==> config.mk <==
export PLATFORM = sky130hd
export DESIGN_NAME = serial_subtractor_64
export DESIGN_NICKNAME = d
export VERILOG_FILES = /design/src/rtl/serial_subtractor_64.sv
export SDC_FILE = /design/constraint.sdc
export NUM_CORES = 1
export LEC_CHECK = 0
export CORE_ASPECT_RATIO = 0.75
export CORE_MARGIN = 8
export CORE_UTILIZATION = 48
export CTS_CLUSTER_DIAMETER = 60
export DETAILED_ROUTE_END_ITERATION = 7
export PLACE_DENSITY = 0.77
export SYNTH_ARGS = -nofsm -noshare
export SYNTH_HDL_FRONTEND = slang
export SYNTH_SLANG_ARGS = --single-unit
export TNS_END_PERCENT = 100
==> constraint.sdc <==
create_clock -name clk -period 4.3 [get_ports clk]
set_input_delay 0.645 -clock clk [delete_from_list [all_inputs] [get_ports clk]]
set_output_delay 0.645 -clock clk [all_outputs]
set_load 0.01 [all_outputs]
==> src/rtl/serial_subtractor_64.sv <==
// Multi-cycle subtractor: diff = a - b - borrow_in, SLICE bits per clock, LSB slice first.
// Optional macro SUB_SAT_EN saturates diff on signed overflow.
module serial_subtractor_64 #(
    parameter int WIDTH = 64,
    parameter int SLICE = 16
) (
    input  logic             clk,
    input  logic             rst_n,
    input  logic             in_valid,
    output logic             in_ready,
    input  logic [WIDTH-1:0] a,
    input  logic [WIDTH-1:0] b,
    input  logic             borrow_in,
    output logic             out_valid,
    input  logic             out_ready,
    output logic [WIDTH-1:0] diff,
    output logic             borrow_out,
    output logic             ovf
);

    localparam int          N       = WIDTH / SLICE;
    localparam int          CNT_W   = (N > 1) ? $clog2(N) : 1;
    localparam int unsigned SLICE_U = SLICE;

    // FIN is the single flag cycle between the last slice and DONE.
    typedef enum logic [1:0] {
        IDLE = 2'd0,
        BUSY = 2'd1,
        FIN  = 2'd2,
        DONE = 2'd3
    } state_t;

    state_t             state_r;
    logic [WIDTH-1:0]   a_r;
    logic [WIDTH-1:0]   b_r;
    logic               borrow_r;
    logic [CNT_W-1:0]   cnt_r;
    logic [WIDTH-1:0]   diff_raw_r;
    logic [WIDTH-1:0]   diff_r;
    logic               borrow_out_r;
    logic               ovf_r;
    logic               out_valid_r;
    logic               in_ready_r;

    logic [31:0]        shamt_s;
    logic [SLICE-1:0]   a_slice_s;
    logic [SLICE-1:0]   b_slice_s;
    logic [SLICE:0]     slice_res_s;
    logic               ovf_s;
    logic [WIDTH-1:0]   result_s;

    // Unsigned SLICE+1-bit subtraction; the top bit is the borrow out of the slice.
    function automatic logic [SLICE:0] sub_slice(
        input logic [SLICE-1:0] x,
        input logic [SLICE-1:0] y,
        input logic             bin
    );
        sub_slice = {1'b0, x} - {1'b0, y} - {{SLICE{1'b0}}, bin};
    endfunction

    // Current slice operands, slice result and end-of-operation flags.
    always_comb begin
        shamt_s     = 32'(cnt_r) * SLICE_U;
        a_slice_s   = SLICE'(a_r >> shamt_s);
        b_slice_s   = SLICE'(b_r >> shamt_s);
        slice_res_s = sub_slice(a_slice_s, b_slice_s, borrow_r);
        ovf_s       = (a_r[WIDTH-1] != b_r[WIDTH-1]) && (diff_raw_r[WIDTH-1] != a_r[WIDTH-1]);
`ifdef SUB_SAT_EN
        if (ovf_s) begin
            result_s = a_r[WIDTH-1] ? {1'b1, {(WIDTH-1){1'b0}}} : {1'b0, {(WIDTH-1){1'b1}}};
        end else begin
            result_s = diff_raw_r;
        end
`else
        result_s = diff_raw_r;
`endif
    end

    // Control FSM, slice datapath and registered outputs.
    always_ff @(posedge clk) begin
        if (!rst_n) begin
            state_r      <= IDLE;
            a_r          <= {WIDTH{1'b0}};
            b_r          <= {WIDTH{1'b0}};
            borrow_r     <= 1'b0;
            cnt_r        <= {CNT_W{1'b0}};
            diff_raw_r   <= {WIDTH{1'b0}};
            diff_r       <= {WIDTH{1'b0}};
            borrow_out_r <= 1'b0;
            ovf_r        <= 1'b0;
            out_valid_r  <= 1'b0;
            in_ready_r   <= 1'b0;
        end else begin
            case (state_r)
                IDLE: begin
                    out_valid_r <= 1'b0;
                    in_ready_r  <= 1'b1;
                    if (in_valid && in_ready_r) begin
                        a_r        <= a;
                        b_r        <= b;
                        borrow_r   <= borrow_in;
                        cnt_r      <= {CNT_W{1'b0}};
                        diff_raw_r <= {WIDTH{1'b0}};
                        in_ready_r <= 1'b0;
                        state_r    <= BUSY;
                    end else begin
                        state_r    <= IDLE;
                    end
                end
                BUSY: begin
                    in_ready_r <= 1'b0;
                    diff_raw_r <= diff_raw_r | (WIDTH'(slice_res_s[SLICE-1:0]) << shamt_s);
                    borrow_r   <= slice_res_s[SLICE];
                    cnt_r      <= cnt_r + CNT_W'(1);
                    if (cnt_r == CNT_W'(N - 1)) begin
                        state_r <= FIN;
                    end else begin
                        state_r <= BUSY;
                    end
                end
                FIN: begin
                    diff_r       <= result_s;
                    borrow_out_r <= borrow_r;
                    ovf_r        <= ovf_s;
                    out_valid_r  <= 1'b1;
                    in_ready_r   <= 1'b0;
                    state_r      <= DONE;
                end
                DONE: begin
                    if (out_ready) begin
                        out_valid_r <= 1'b0;
                        in_ready_r  <= 1'b1;
                        state_r     <= IDLE;
                    end else begin
                        out_valid_r <= 1'b1;
                        in_ready_r  <= 1'b0;
                        state_r     <= DONE;
                    end
                end
                default: begin
                    out_valid_r <= 1'b0;
                    in_ready_r  <= 1'b0;
                    state_r     <= IDLE;
                end
            endcase
        end
    end

    assign in_ready   = in_ready_r;
    assign out_valid  = out_valid_r;
    assign diff       = diff_r;
    assign borrow_out = borrow_out_r;
    assign ovf        = ovf_r;

endmodule
* Word level (Yosys, flattened, before mapping)
Cells that the tools add are included.
** Cells by class
- Add/sub/neg operators :: 3
- Multipliers :: 0
- Div/mod/pow operators :: 0
- Order comparisons :: 0
- Equal/unequal tests :: 7
- Shift-type cells :: 3
- Mux-type cells :: 15
- Bitwise logic cells :: 1
- Reductions and logical operators :: 8
** Operators with widths (number)
- one-hot mux 64 bit (2 select lines) :: 1
- >> shifter 64 x 6 -> 16 bit :: 2
- 2-to-1 mux 64 bit :: 1
- bitwise OR 64 bit :: 1
- left shift 16 x 6 -> 64 bit :: 1
- subtractor 16 x 16 -> 17 bit :: 1
- subtractor 17 x 1 -> 17 bit :: 1
- one-hot mux 2 bit (4 select lines) :: 1
- equality test 2 bit (second input constant) :: 3
- 2-to-1 mux 2 bit :: 3
- one-hot mux 1 bit (3 select lines) :: 2
- 2-to-1 mux 1 bit :: 5
- one-hot mux 2 bit (2 select lines) :: 1
- AND reduction 2 bit :: 2
- nonzero test 3 bit :: 1
- adder 2 x 1 -> 2 bit (second input constant) :: 1
- equality test 2 x 1 -> 1 bit (second input constant) :: 1
- logical AND 1 bit :: 2
- zero test 2 bit :: 1
- != test 1 bit :: 2
- != test 2 bit (second input constant) :: 1
- one-hot mux 1 bit (2 select lines) :: 1
- nonzero test 2 bit :: 1
- OR reduction 2 bit :: 1
** Word-level totals
- Flip-flop bits (word level) :: 265
- Bits in latches :: 0
- Memory bits (writable) :: 0
- Memory bits (read-only) :: 0
- Input port bits :: 133
- Output and inout port bits :: 68
- Logic and storage cells :: 48
- Memories :: 0

* Logic depth before layout (Yosys ltp)
- Depth in word-level cells :: 6
- Depth in mapped cells :: 16
- Depth with buffers taken out :: 12

* Least setup slack after synthesis
OpenSTA, ideal clock, no wires.
- Kind :: reg2reg
- Start point :: register cnt_r[1]
- End point :: register diff_raw_r[58]
- Setup time :: 0.118 ns
- Arrival time :: 4.091 ns
- Required time :: 4.182 ns
- Path slack :: 0.091 ns
- Stages on the path, launching flop included :: 14
- Buffers on the path :: 3
- Clock period less this slack :: 4.209 ns
- Cell sequence :: dfxtp_1 > buf_1 > clkbuf_1 > buf_2 > mux4_2 > fa_1 > fa_1 > nand2b_1 > a311oi_1 > nor3_1 > a2111oi_2 > xnor2_1 > a22oi_1 > nor2b_1
** On the way
- Longest elaborated chain between the ends :: 6
- Elaborated cells on any way between the ends :: 7
- Those cells by class :: 2 x add/sub; 3 x shift; 1 x mux; 1 x bitwise
** RTL lines
- from (decl) :: line 37 : logic [CNT_W-1:0] cnt_r;
- from (signal assigned) :: line 86 : cnt_r <= {CNT_W{1'b0}};
- from (signal assigned) :: line 102 : cnt_r <= {CNT_W{1'b0}};
- from (signal assigned) :: line 114 : cnt_r <= cnt_r + CNT_W'(1);
- >> shifter 64 x 6 -> 16 bit (on tied branches) :: line 64, 65
- subtractor 16 x 16 -> 17 bit :: line 58 : sub_slice = {1'b0, x} - {1'b0, y} - {{SLICE{1'b0}}, bin};
- subtractor 17 x 1 -> 17 bit :: line 58
- left shift 16 x 6 -> 64 bit * :: line 112 : diff_raw_r <= diff_raw_r | (WIDTH'(slice_res_s[SLICE-1:0]) << shamt_s);
- bitwise OR 64 bit * :: line 112
- one-hot mux 64 bit (2 select lines) * :: line 94 : case (state_r)
- to (signal assigned) :: line 87 : diff_raw_r <= {WIDTH{1'b0}};
- to (signal assigned) :: line 103 : diff_raw_r <= {WIDTH{1'b0}};
- to (signal assigned) :: line 112
- to (decl) :: line 38 : logic [WIDTH-1:0] diff_raw_r;
Mark *: on every way between the ends. The rest lies on a longest branch, timed or not.
A chain may end at the register's enable or synchronous reset.

* Worst setup path after layout
- Start point :: register cnt_r[0]
- End point :: register diff_raw_r[26]
Same word-level chain as after synthesis.

==> results_dict.tcl <==
set metrics [dict create \
    vias 9525 \
    path_delay_family "compound AO/OA/AOI/OAI gates" \
    crit_path_start "cnt_r[0]" \
    worst_ir_drop_vdd_v 0.000323 \
    arrival_ps 4420 \
    htree_num_levels 1 \
    pre_cts_slack_ps 372 \
    syn_inst 1312 \
    worst_path_largest_cell_delay_ps 550 \
    replace_congestion 0.922 \
    clockBufferDepth 3 \
    report.final.setup_viol 0 \
    worst_setup_hold_path_clk_slew_ps 70 \
    global_route.usage.met1 0.301 \
    design_power_total_uw 6100 \
    critical_path.cell_chain "buf_4 -> mux4_2 -> inv_1 -> ha_1 -> inv_1 -> ha_1 -> a21o_1 -> a311oi_1 -> nor3_1 -> a2111oi_2 -> xnor2_1 -> a22oi_1 -> nor2b_1" \
    startpoint_type "register" \
    design.portCount 201 \
    cell_area_after_layout_um2 14600 \
    postLayoutSetupSlackWorst_ps 347 \
    initialDrtViolationCount 714 \
    global_route.overflow_total 0 \
    clock_insertion_delay_worst_skew_ps 530 \
    critPathRequiredTime_ps 4760 \
    chipWidth_um 194 \
    postPlaceCellArea_um2 13600 \
    rr_startpoint "cnt_r[0]" \
    insertedDiodeCount 0 \
    synthesis.yosys.warnings 0 \
    library_cell_occupying_the_most_area_in_the_post_synthesis_netlist "sky130_fd_sc_hd__dfxtp_1" \
    drt_wl_total_mm 31.2 \
    r2r_slack_ps 350 \
    power_per_cell_area_nw_per_um2 419 \
    gr-max-usage-layer "met2" \
    syn_to_final_growth_pct 27.5 \
    design.final.nets 1628 \
    synth.lib_cells_used.distinct 50 \
    dr.pass1.iters 5 \
    worstSetupPathType "reg2reg" \
    design.core.area_um2 23700 \
    rsz0062_at_grt "no" \
    maxCapViolCount 0 \
    relSlewSlack 0.365 \
    placement_rows 49 \
    total_number_of_cells_along_the_worst_setup_path 13 \
    fmax_mhz 253 \
    layout-drive-gt1-share 0.0674 \
    initial_antenna_violation_count 0 \
    static-leakage-power_uw 0.00512 \
    clockRootBuffer "sky130_fd_sc_hd__clkbuf_16" \
    worstRegToRegCells 13 \
    worst_r2r_endpoint "diff_raw_r[26]" \
    run_status "finished clean" \
    hold_path_class "reg2reg" \
    grt_start_max_net_pins 162 \
    holdBufCountCts 0 \
    first_global_vias 9216 \
    post_synth.cell_area_avg_um2 8.70 \
    cts_buffers 26 \
    grt_use_met2 0.313 \
    synth.top_cell.area_share 0.465 \
    floorplan.die_area_um2 29000 \
    synthTopCellsByArea "sky130_fd_sc_hd__dfxtp_1, sky130_fd_sc_hd__nand2_1, sky130_fd_sc_hd__a21boi_0" \
    drc_errors 0 \
    synthFlopType "sky130_fd_sc_hd__dfxtp_1" \
    synth-seq-cells 265 \
    critPathMaxFanout 15 \
    tightest_slew_ps 950 \
    worst-path-buf-inv 3 \
    cts_tree "yes" \
    floorplan.die.height_um 150 \
    first_pass_grt_wire_length_mm 49.6 \
    endpoint_kind "register" \
    via_per_inst 5.32 \
    synth_enable_flop_cells 0 \
    post_cts.resized_instances 0 \
    final_min_period_over_clock_period 0.919 \
    gr_layer_usage_met3 0.0485 \
    avgRoutedWirePerCell_um 17.4 \
    hpwl_mm 21.9 \
    synth.cell_area_um2 11400 \
    portBuffers 200 \
    gr-usage-all-layers 0.209 \
    finalWorstPathRequiredPeriod_ps 3950 \
    finalHoldViolations 0 \
    postSynthNetCount 1476 \
    ys_async_sr_fraction 0 \
    total_negative_setup_slack_ps 0 \
    cts_sinks 265 \
    detail-route-antenna-nets 0 \
    initial_core_util 0.482 \
    finClkSkew_ps 15.0 \
    cpMaxStageDelayCell "sky130_fd_sc_hd__dfxtp_2" \
    worstSetupEndpoint "diff_raw_r[26]" \
    final_util 0.615 \
    final_max_slew_viol_count 0 \
    ys_seq_area_frac 0.465 \
    cts_setup_buffers 0 \
]
[registers in the layout, summed over array words and instances (netlist names)]
| register | cells |
|---|---|
| a_r | 64 |
| borrow_out | 1 |
| cnt_r | 2 |
| state_r | 2 |
| b_r | 64 |
| out_valid | 1 |
| diff_raw_r | 64 |
| in_ready | 1 |
| borrow_r | 1 |
| diff | 64 |
| ovf | 1 |
[cells in the mapped netlist (all sizes together), types with 4 or more instances]
cell type and number:
a21boi 196, a21o 7, a21oi 30, a22oi 24
a31oi 6, and2 7, buf 13, clkbuf 79
dfxtp 265, ha 29, inv 47, mux4 31
nand2 423, nand2b 5, nand3 11, nand4 4
nor2 33, nor2b 29, nor3 5, o21ai 18
or3 6, xnor2 6, xor2 5
[where the power goes]
group	switching (µW)	internal, µW	total [µW]	leakage (µW)
Sequential	57.0	2540	2600	0.00215
Clock	953	1500	2460	0.000451
Combinational	604	437	1040	0.00253
Total	1610	4480	6100	0.00512
[tightest hold or removal path: cells and delay by family, from the launching register on]
kind / cells / cell delay [ps]
flip-flops: 1 / 310
AO/OA/AOI/OAI: 1 / 60
AND/OR/NAND/NOR: 1 / 40
[routing by layer]
| metal | up-vias | routed length (µm) |
|---|---|---|
| met1 | 4518 | 15200 |
| li1 | 4680 | - |
| met2 | 279 | 13200 |
| met4 | 0 | 590 |
| met3 | 48 | 2250 |
| met5 | - | 0 |
[logic make-up after synthesis]
family / synth area share
flops: 0.465
compound gates: 0.191
mux: 0.0641
fa+ha+maj: 0.0353
buf+inv: 0.0467
xor+xnor: 0.00844
simple gates: 0.190
[metrics by stage]
stage,std cells,hold WS (ps)
floorplan,1312,425
global placement,1742,442
detailed placement,1742,454
CTS,1789,466
global route,1789,483
finish,1789,460
[worst min-delay path by stage]
stage                     slack (ps)  depth (start not counted)             end            from
final                            460                          2        diff[17]        diff[17]
after global routing             480                          2  diff_raw_r[47]  diff_raw_r[47]
after CTS                        470                          2         diff[8]         diff[8]
after detailed placement         450                          2  diff_raw_r[29]  diff_raw_r[29]
after global placement           440                          2   diff_raw_r[5]   diff_raw_r[5]
after floorplan                  420                          2  diff_raw_r[21]  diff_raw_r[21]
[cell type report]
type | count | area [µm²]
inverters | 47 | 176
repair buffers | 216 | 2160
flip-flops and latches | 265 | 5310
multi-input cells | 908 | 5600
well taps | 306 | 383
clock buffers | 39 | 749
fillers | 2001 | 9110
clock inverters | 8 | 176
[cells in the final DEF (no fill, tap or decap), drive strengths merged, types with 3 or more instances in the layout]
cell type      synthesis  layout
nand2b                 5       5
nor2b                 29      29
clkdlybuf4s50          0     199
a21boi               196     196
or3                    6       6
clkbuf                79      39
nor2                  33      33
a21o                   7       7
inv                   47      47
and2                   7       7
mux2i                  3       3
nor3                   5       5
o21ai                 18      18
clkinv                 0       3
a31oi                  6       6
dfxtp                265     265
a22oi                 24      24
xor2                   5       5
nand2                423     423
mux4                  31      31
xnor2                  6       6
or2                    3       3
nand3                 11      11
nand4                  4       4
bufinv                 0       5
buf                   13      17
a21oi                 30      30
ha                    29      29
(Power assumes the default switching activity.)
